$ cat config.mk
export PLATFORM = sky130hd
export DESIGN_NAME = flop_array_mp
export DESIGN_NICKNAME = d
export VERILOG_FILES = /design/src/rtl/flop_array_mp.sv
export SDC_FILE = /design/constraint.sdc
export NUM_CORES = 1
export LEC_CHECK = 0
export BUFFER_PORTS_ARGS = -buffer_cell sky130_fd_sc_hd__buf_4
export CORE_ASPECT_RATIO = 1.1
export CORE_MARGIN = 1
export CORE_UTILIZATION = 45
export CTS_BUF_LIST = sky130_fd_sc_hd__clkbuf_8
export CTS_CLUSTER_DIAMETER = 80
export DETAILED_ROUTE_END_ITERATION = 12
export PLACE_DENSITY = 0.7
export SYNTH_ARGS = -nofsm -noshare
export SYNTH_HDL_FRONTEND = slang
export SYNTH_SLANG_ARGS = --single-unit
$ cat constraint.sdc
create_clock -name clk -period 5.3 [get_ports clk]
set_input_delay 0.795 -clock clk [delete_from_list [all_inputs] [get_ports clk]]
set_output_delay 0.795 -clock clk [all_outputs]
set_load 0.005 [all_outputs]
$ cat src/rtl/flop_array_mp.sv
// rtl/flop_array_mp.sv - multi-read-port, single-write-port flop array with valid tracking
// Optional feature macro: FFA_WR_BYPASS_EN (write-to-read forwarding on same-address collision)
module flop_array_mp #(
  parameter int DATA_W   = 8,
  parameter int ADDR_W   = 3,
  parameter int DATA_N   = 8,
  parameter int RD_PORTS = 2
) (
  input  logic                         clk,
  input  logic                         reset,
  input  logic                         wr,
  input  logic [ADDR_W-1:0]            waddr,
  input  logic [DATA_W-1:0]            din,
  input  logic                         clr,
  input  logic [RD_PORTS-1:0]          rd,
  input  logic [RD_PORTS*ADDR_W-1:0]   raddr,
  output logic [RD_PORTS*DATA_W-1:0]   dout,
  output logic [RD_PORTS-1:0]          rd_v,
  output logic [RD_PORTS-1:0]          rd_hit,
  output logic                         error,
  output logic                         err_sticky,
  output logic [ADDR_W:0]              valid_cnt
);

  // Entry storage (not reset) and per-entry valid bits
  logic [DATA_W-1:0]          mem_q [DATA_N];
  logic [DATA_N-1:0]          valid_q;
  logic [DATA_N-1:0]          valid_d;

  // Write decode
  logic [DATA_N-1:0]          wr_sel;
  logic                       wr_in;
  logic                       wr_oor;

  // Registered read responses and status
  logic [RD_PORTS*DATA_W-1:0] dout_q, dout_d;
  logic [RD_PORTS-1:0]        rd_v_q;
  logic [RD_PORTS-1:0]        hit_q, hit_d;
  logic                       err_q, err_d;
  logic                       err_sticky_q;
  logic [ADDR_W:0]            cnt_q, cnt_d;

  // Per-port lookup results
  logic [ADDR_W-1:0]          ra    [RD_PORTS];
  logic [DATA_W-1:0]          ent_d [RD_PORTS];
  logic [RD_PORTS-1:0]        ent_v;
  logic [RD_PORTS-1:0]        in_rng;
  logic [RD_PORTS-1:0]        coll;
  logic                       rd_err;

  // Decode the write address onto implemented entries; anything else is out of range
  always_comb begin
    wr_sel = '0;
    for (int i = 0; i < DATA_N; i++) begin
      wr_sel[i] = wr && (waddr == ADDR_W'(i));
    end
    wr_in  = |wr_sel;
    wr_oor = wr && !wr_in;
  end

  // Look up each read port against the pre-edge state and build its response
  always_comb begin
    dout_d = '0;
    hit_d  = '0;
    ent_v  = '0;
    in_rng = '0;
    coll   = '0;
    rd_err = 1'b0;
    for (int p = 0; p < RD_PORTS; p++) begin
      ra[p]    = raddr[p*ADDR_W +: ADDR_W];
      ent_d[p] = '0;
      for (int i = 0; i < DATA_N; i++) begin
        if (ra[p] == ADDR_W'(i)) begin
          ent_d[p]  = mem_q[i];
          ent_v[p]  = valid_q[i];
          in_rng[p] = 1'b1;
        end
      end
      coll[p] = in_rng[p] && wr_in && (waddr == ra[p]);
      if (rd[p]) begin
        if (!in_rng[p]) begin
          rd_err = 1'b1;
        end else if (coll[p]) begin
`ifdef FFA_WR_BYPASS_EN
          dout_d[p*DATA_W +: DATA_W] = din;
          hit_d[p]                   = 1'b1;
`else
          // Old content is returned; the write still lands at the edge
          if (ent_v[p]) begin
            dout_d[p*DATA_W +: DATA_W] = ent_d[p];
          end
          hit_d[p] = ent_v[p];
          rd_err   = 1'b1;
`endif
        end else if (ent_v[p]) begin
          dout_d[p*DATA_W +: DATA_W] = ent_d[p];
          hit_d[p]                   = 1'b1;
        end
      end
    end
    err_d = wr_oor || rd_err;
  end

  // Clear is applied before the same-cycle write; occupancy follows the new valid set
  always_comb begin
    valid_d = clr ? '0 : valid_q;
    valid_d = valid_d | wr_sel;
    cnt_d   = '0;
    for (int i = 0; i < DATA_N; i++) begin
      cnt_d = cnt_d + (ADDR_W+1)'(valid_d[i]);
    end
  end

  // Data storage write port
  always_ff @(posedge clk) begin
    for (int i = 0; i < DATA_N; i++) begin
      if (wr_sel[i]) begin
        mem_q[i] <= din;
      end
    end
  end

  // Valid bits, read responses, error and occupancy registers
  always_ff @(posedge clk or posedge reset) begin
    if (reset) begin
      valid_q      <= '0;
      dout_q       <= '0;
      rd_v_q       <= '0;
      hit_q        <= '0;
      err_q        <= 1'b0;
      err_sticky_q <= 1'b0;
      cnt_q        <= '0;
    end else begin
      valid_q      <= valid_d;
      dout_q       <= dout_d;
      rd_v_q       <= rd;
      hit_q        <= hit_d;
      err_q        <= err_d;
      err_sticky_q <= err_sticky_q || err_d;
      cnt_q        <= cnt_d;
    end
  end

  assign dout       = dout_q;
  assign rd_v       = rd_v_q;
  assign rd_hit     = hit_q;
  assign error      = err_q;
  assign err_sticky = err_sticky_q;
  assign valid_cnt  = cnt_q;

endmodule

# == Yosys cells after proc, flatten, opt, wreduce, memory -nomap -nowiden ==
# Memory sizes are Yosys's and may differ from the RTL's.
# Index checks and enable logic that the tools add are counted.
# totals
register_bits,34
out_inout_bits,26
in_bits,23
n_memories,1
mem_bits_rw,64
wordCells,172
# memory_table
memory,depth,width,rd,rd_clocked_by_memory_dff,write_ports,line_no,source
mem_q,8,8,8,0,1,26,logic [DATA_W-1:0] mem_q [DATA_N];
# classes
n_bitwise,1
n_addsub,7
reduce_logical,27
n_mux,106
n_eq_ne,23
# op_table
operator,count
8-bit 2-to-1 mux,30
1-bit 2-to-1 mux,69
8-bit OR reduction,8
"3-bit == test, second input constant",12
3-bit 2-to-1 mux,7
"3-bit by 2-bit == test with 1-bit output, second input constant",6
4-bit by 1-bit adder with 4-bit output,4
1-bit logical AND,13
"3-bit by 1-bit == test with 1-bit output, second input constant",3
3-bit zero test,3
8-bit OR,1
3-bit == test,2
3-bit by 1-bit adder with 4-bit output,1
2-bit by 1-bit adder with 3-bit output,1
1-bit by 1-bit adder with 2-bit output,1
1-bit logical OR,2
1-bit zero test,1

# == Logic depth before layout (Yosys ltp) ==
# logic_depth
depth_word,19
ltp_mapped,11
ltp_nobuf,11

# == Least setup slack after synthesis ==
# No wires, ideal clock.
# synth_timing
path_type,input to register
startpoint,input port waddr[2]
endpoint,"register cnt_q[2], in the netlist valid_cnt[2]"
setup_time_ps,122
arrival_time_ps,4064
path_buffers,1
setup_slack_ps,1114
cell_stages,11
required_time_ps,5178
cell_sequence,clkbuf_1 nor3_1 a21o_1 inv_1 fa_1 inv_1 fa_1 fa_1 ha_1 fa_1 xor2_1
# synth_between
elab_chain_cells,10
elab_cells_between_ends,24
cone_classes,7 x add/sub; 7 x eq/ne; 1 x bitwise; 9 x reduce/logical
# synth_lines
item,line_no,source
start: declaration,12,"input logic [ADDR_W-1:0] waddr,"
3-bit zero test,55,wr_sel[i] = wr && (waddr == ADDR_W'(i));
1-bit logical AND,55,
via wr_sel[0],31,logic [DATA_N-1:0] wr_sel;
8-bit OR,107,valid_d = valid_d | wr_sel;
via valid_d[0],28,logic [DATA_N-1:0] valid_d;
1-bit by 1-bit adder with 2-bit output,110,cnt_d = cnt_d + (ADDR_W+1)'(valid_d[i]);
2-bit by 1-bit adder with 3-bit output,110,
3-bit by 1-bit adder with 4-bit output,110,
4-bit by 1-bit adder with 4-bit output (4 in series),110,
via cnt_d[2],41,"logic [ADDR_W:0] cnt_q, cnt_d;"
end signal: assignment,140,cnt_q <= cnt_d;
end: declaration,41,
# The timed path passes the listed nets, and every way through them passes these cells.

# == Worst setup path after layout ==
# layout_timing
startpoint,input port waddr[1]
endpoint,"register cnt_q[2], in the netlist valid_cnt[2]"
# Same word-level chain as after synthesis.

==> metrics <==
outcome completed; H-tree Lvls 3; Slew Viols, Final 0; GP Congestion 0.767; Hold Buf Count CTS 0; die width 97.0 microns; Die Height 107 microns; Worst EP required 5550 ps; Max Cap Violations 0; min cycle time layout 3690 ps; Synth Cell Area 4470 sq um; Worst R2R Start valid_q[3]$_DFF_PP0_; P_int 1.12 mW; Place WS 1230 ps; initial core utilization 47.1%; setup TNS 0 ps; PwrDens 289 nW/um^2; peak supply drop 113 uV; n_diodes 0; Worst slew margin 41.0%; Clock power frac 28.8%; endpoint kind of the worst setup timing path register; post-synthesis sequential area ratio 62.0%; R2R Path End valid_cnt[2]$_DFF_PP0_; number of global-route vias before repair 2748; Longest Clk Path Bufs 2; share of power burned in registers 58.3%; startpoint types input pin; clk_skew 9.70 ps; Clock Latency Late Sink 370 ps; P_sw 0.361 mW; Syn Nets 295; Critical Path AT 3940 ps; share of cells above drive strength 1 33.2%; DP HPWL 6100 microns; yosys warns 0; Final period util 69.6%; full die area 10300 sq um; combinational power share 12.9%; Worst R2R Path Depth 8; Final Setup Violations 0; Core ar. 9490 sq um; CTS Buf Count 9; R2R Setup Slk 2320 ps; postcts setup bufs 0; WHS 479 ps; first-pass GRT wire length 15000 microns; Post-Syn Area per Cell 16.9 sq um; filler cell count 793; measured slew at the worst slew-check pin 876 ps; Mapped Cells 265; largest area contributor in the netlist edfxtp_1; GRT overflow 0; initial antenna violation count 0; DR iter-0 viols 149; crit path from waddr[1]; FFs w/ async S/R, synth 34.7%; leakage 2.08 nW; WL per Instance 21.4 microns; Area Overhead vs Synth 14.8%; CTS clk-pin slew, worst paths 90 ps; I/O pins 49; CP endpoint valid_cnt[2]$_DFF_PP0_; Post-synth top cells edfxtp_1, dfrtp_1, mux4_2; dominant cells by area after synthesis edfxtp_1, dfrtp_1, mux4_2; Netlist cell types 40; top cell type's share of synthesized area 43.0%; row count 37; RSZ-0062 raised after global routing no; DR pass1 iterations 4; Hold Crit Class reg2reg; Switching Share 24.3%; Total Power 1.48 mW; Antenna Nets Post-Route 0; worst-path fanout max 9; Fin. Hold Viols 0; Port Buffers 48; CTS Root Cell clkbuf_8; top-count cell post-synth edfxtp_1; total wire length 9460 microns; Crit Path Class in2reg; dominant synthesized flop cell edfxtp_1; DR DRC count 0; #FFs+latches synth 98; number of synthesized flops with an enable pin 64; CTS tree built; all-layer global routing usage 20.0%; via count 2573; final worst slack 1610 ps; max frequency 0.271 GHz; DR vias/cell 5.82; Nets 350; post-cts resize count 0; clk sinks 98; pin count of the biggest net entering global routing 35
[layout make-up]
cell class / instances / area (sq um) / area share, %
tap: 117 / 146 / 2.85
sequential: 98 / 2770 / 54.0
inverter: 11 / 41.3 / 0.805
multi-input combinational: 143 / 1570 / 30.6
clock buffer: 10 / 138 / 2.68
clock inverter: 6 / 36.3 / 0.707
timing repair buffer: 57 / 428 / 8.34
[stage by stage]
stage               area, sq um  cells  util [%]
finish                     5130    442      54.1
global route               5130    442      54.1
global placement           4960    426      52.2
CTS                        5130    442      54.1
detailed placement         4960    426      52.2
floorplan                  4470    265         -
[power groups by stage]
stage | clock network, mW | logic, mW | registers, mW
after CTS | 0.441 | 0.194 | 0.865
after floorplan | 0 | 0.117 | 0.880
after global routing | 0.467 | 0.209 | 0.869
after detailed placement | 0 | 0.193 | 0.882
final | 0.428 | 0.191 | 0.865
after global placement | 0 | 0.190 | 0.881
[worst max-delay path: stages]
cell and delay, ps:
buf_4 130, nand2b_1 190, nor3_1 170, buf_4 240, a21o_1 120, inv_1 50
fa_1 480, inv_1 50, fa_1 520, fa_1 420, ha_1 240, fa_1 380
xor2_1 150
[state kept, by name, summed over array words and instances, names as in the netlist]
signal / flops
valid_q: 8
rd_hit: 2
dout: 16
valid_cnt: 4
error: 1
mem_q: 64
rd_v: 2
err_sticky: 1
[logic make-up after synthesis]
| group | Yosys count | synth area share (%) |
|---|---|---|
| XOR/XNOR | 7 | 1.37 |
| adder cells (fa/ha/maj) | 7 | 2.63 |
| AO/OA/AOI/OAI | 36 | 7.25 |
| flip-flops | 98 | 62.0 |
| buffers and inverters | 24 | 2.88 |
| AND/OR/NAND/NOR | 43 | 4.70 |
| multiplexers | 50 | 19.1 |
[how the worst min path moves through the flow]
| stage | depth (start not counted) | slack, ps | startpoint | to |
|---|---|---|---|---|
| floorplan | 1 | 460 | err_sticky$_DFF_PP0_ | err_sticky$_DFF_PP0_ |
| global placement | 1 | 460 | err_sticky$_DFF_PP0_ | err_sticky$_DFF_PP0_ |
| detailed placement | 1 | 460 | err_sticky$_DFF_PP0_ | err_sticky$_DFF_PP0_ |
| CTS | 1 | 490 | err_sticky$_DFF_PP0_ | err_sticky$_DFF_PP0_ |
| global route | 1 | 510 | err_sticky$_DFF_PP0_ | err_sticky$_DFF_PP0_ |
| finish | 1 | 480 | err_sticky$_DFF_PP0_ | err_sticky$_DFF_PP0_ |
[layout by cell type, fill, tap and decap left out, drive strengths merged, types with 2 or more instances in the layout]
cell type / n
o22ai: 6
mux2i: 18
nand2b: 6
a21oi: 7
nor3: 10
mux4: 27
o21ai: 2
a2bb2oi: 2
inv: 14
clkinv: 2
clkbuf: 10
nand4: 2
mux2: 5
o211ai: 3
xnor2: 6
nand2: 5
buf: 57
ha: 3
fa: 4
a21o: 7
o2bb2ai: 2
dfrtp: 34
nor2: 14
edfxtp: 64
or2: 2
a2111oi: 2
nor2b: 3
[per-layer routing]
| layer | routed length (microns) | global-route usage [%] | vias up | share of wire, % |
|---|---|---|---|---|
| li1 | - | - | 1140 | - |
| met1 | 3960 | 26.9 | 1314 | 42 |
| met2 | 4670 | 32.1 | 105 | 49 |
| met3 | 631 | 2.76 | 14 | 6.7 |
| met4 | 198 | 9.81 | 0 | 2.1 |
| met5 | 0 | 0 | - | 0 |
Note: power is estimated with default switching activity, not from simulation.
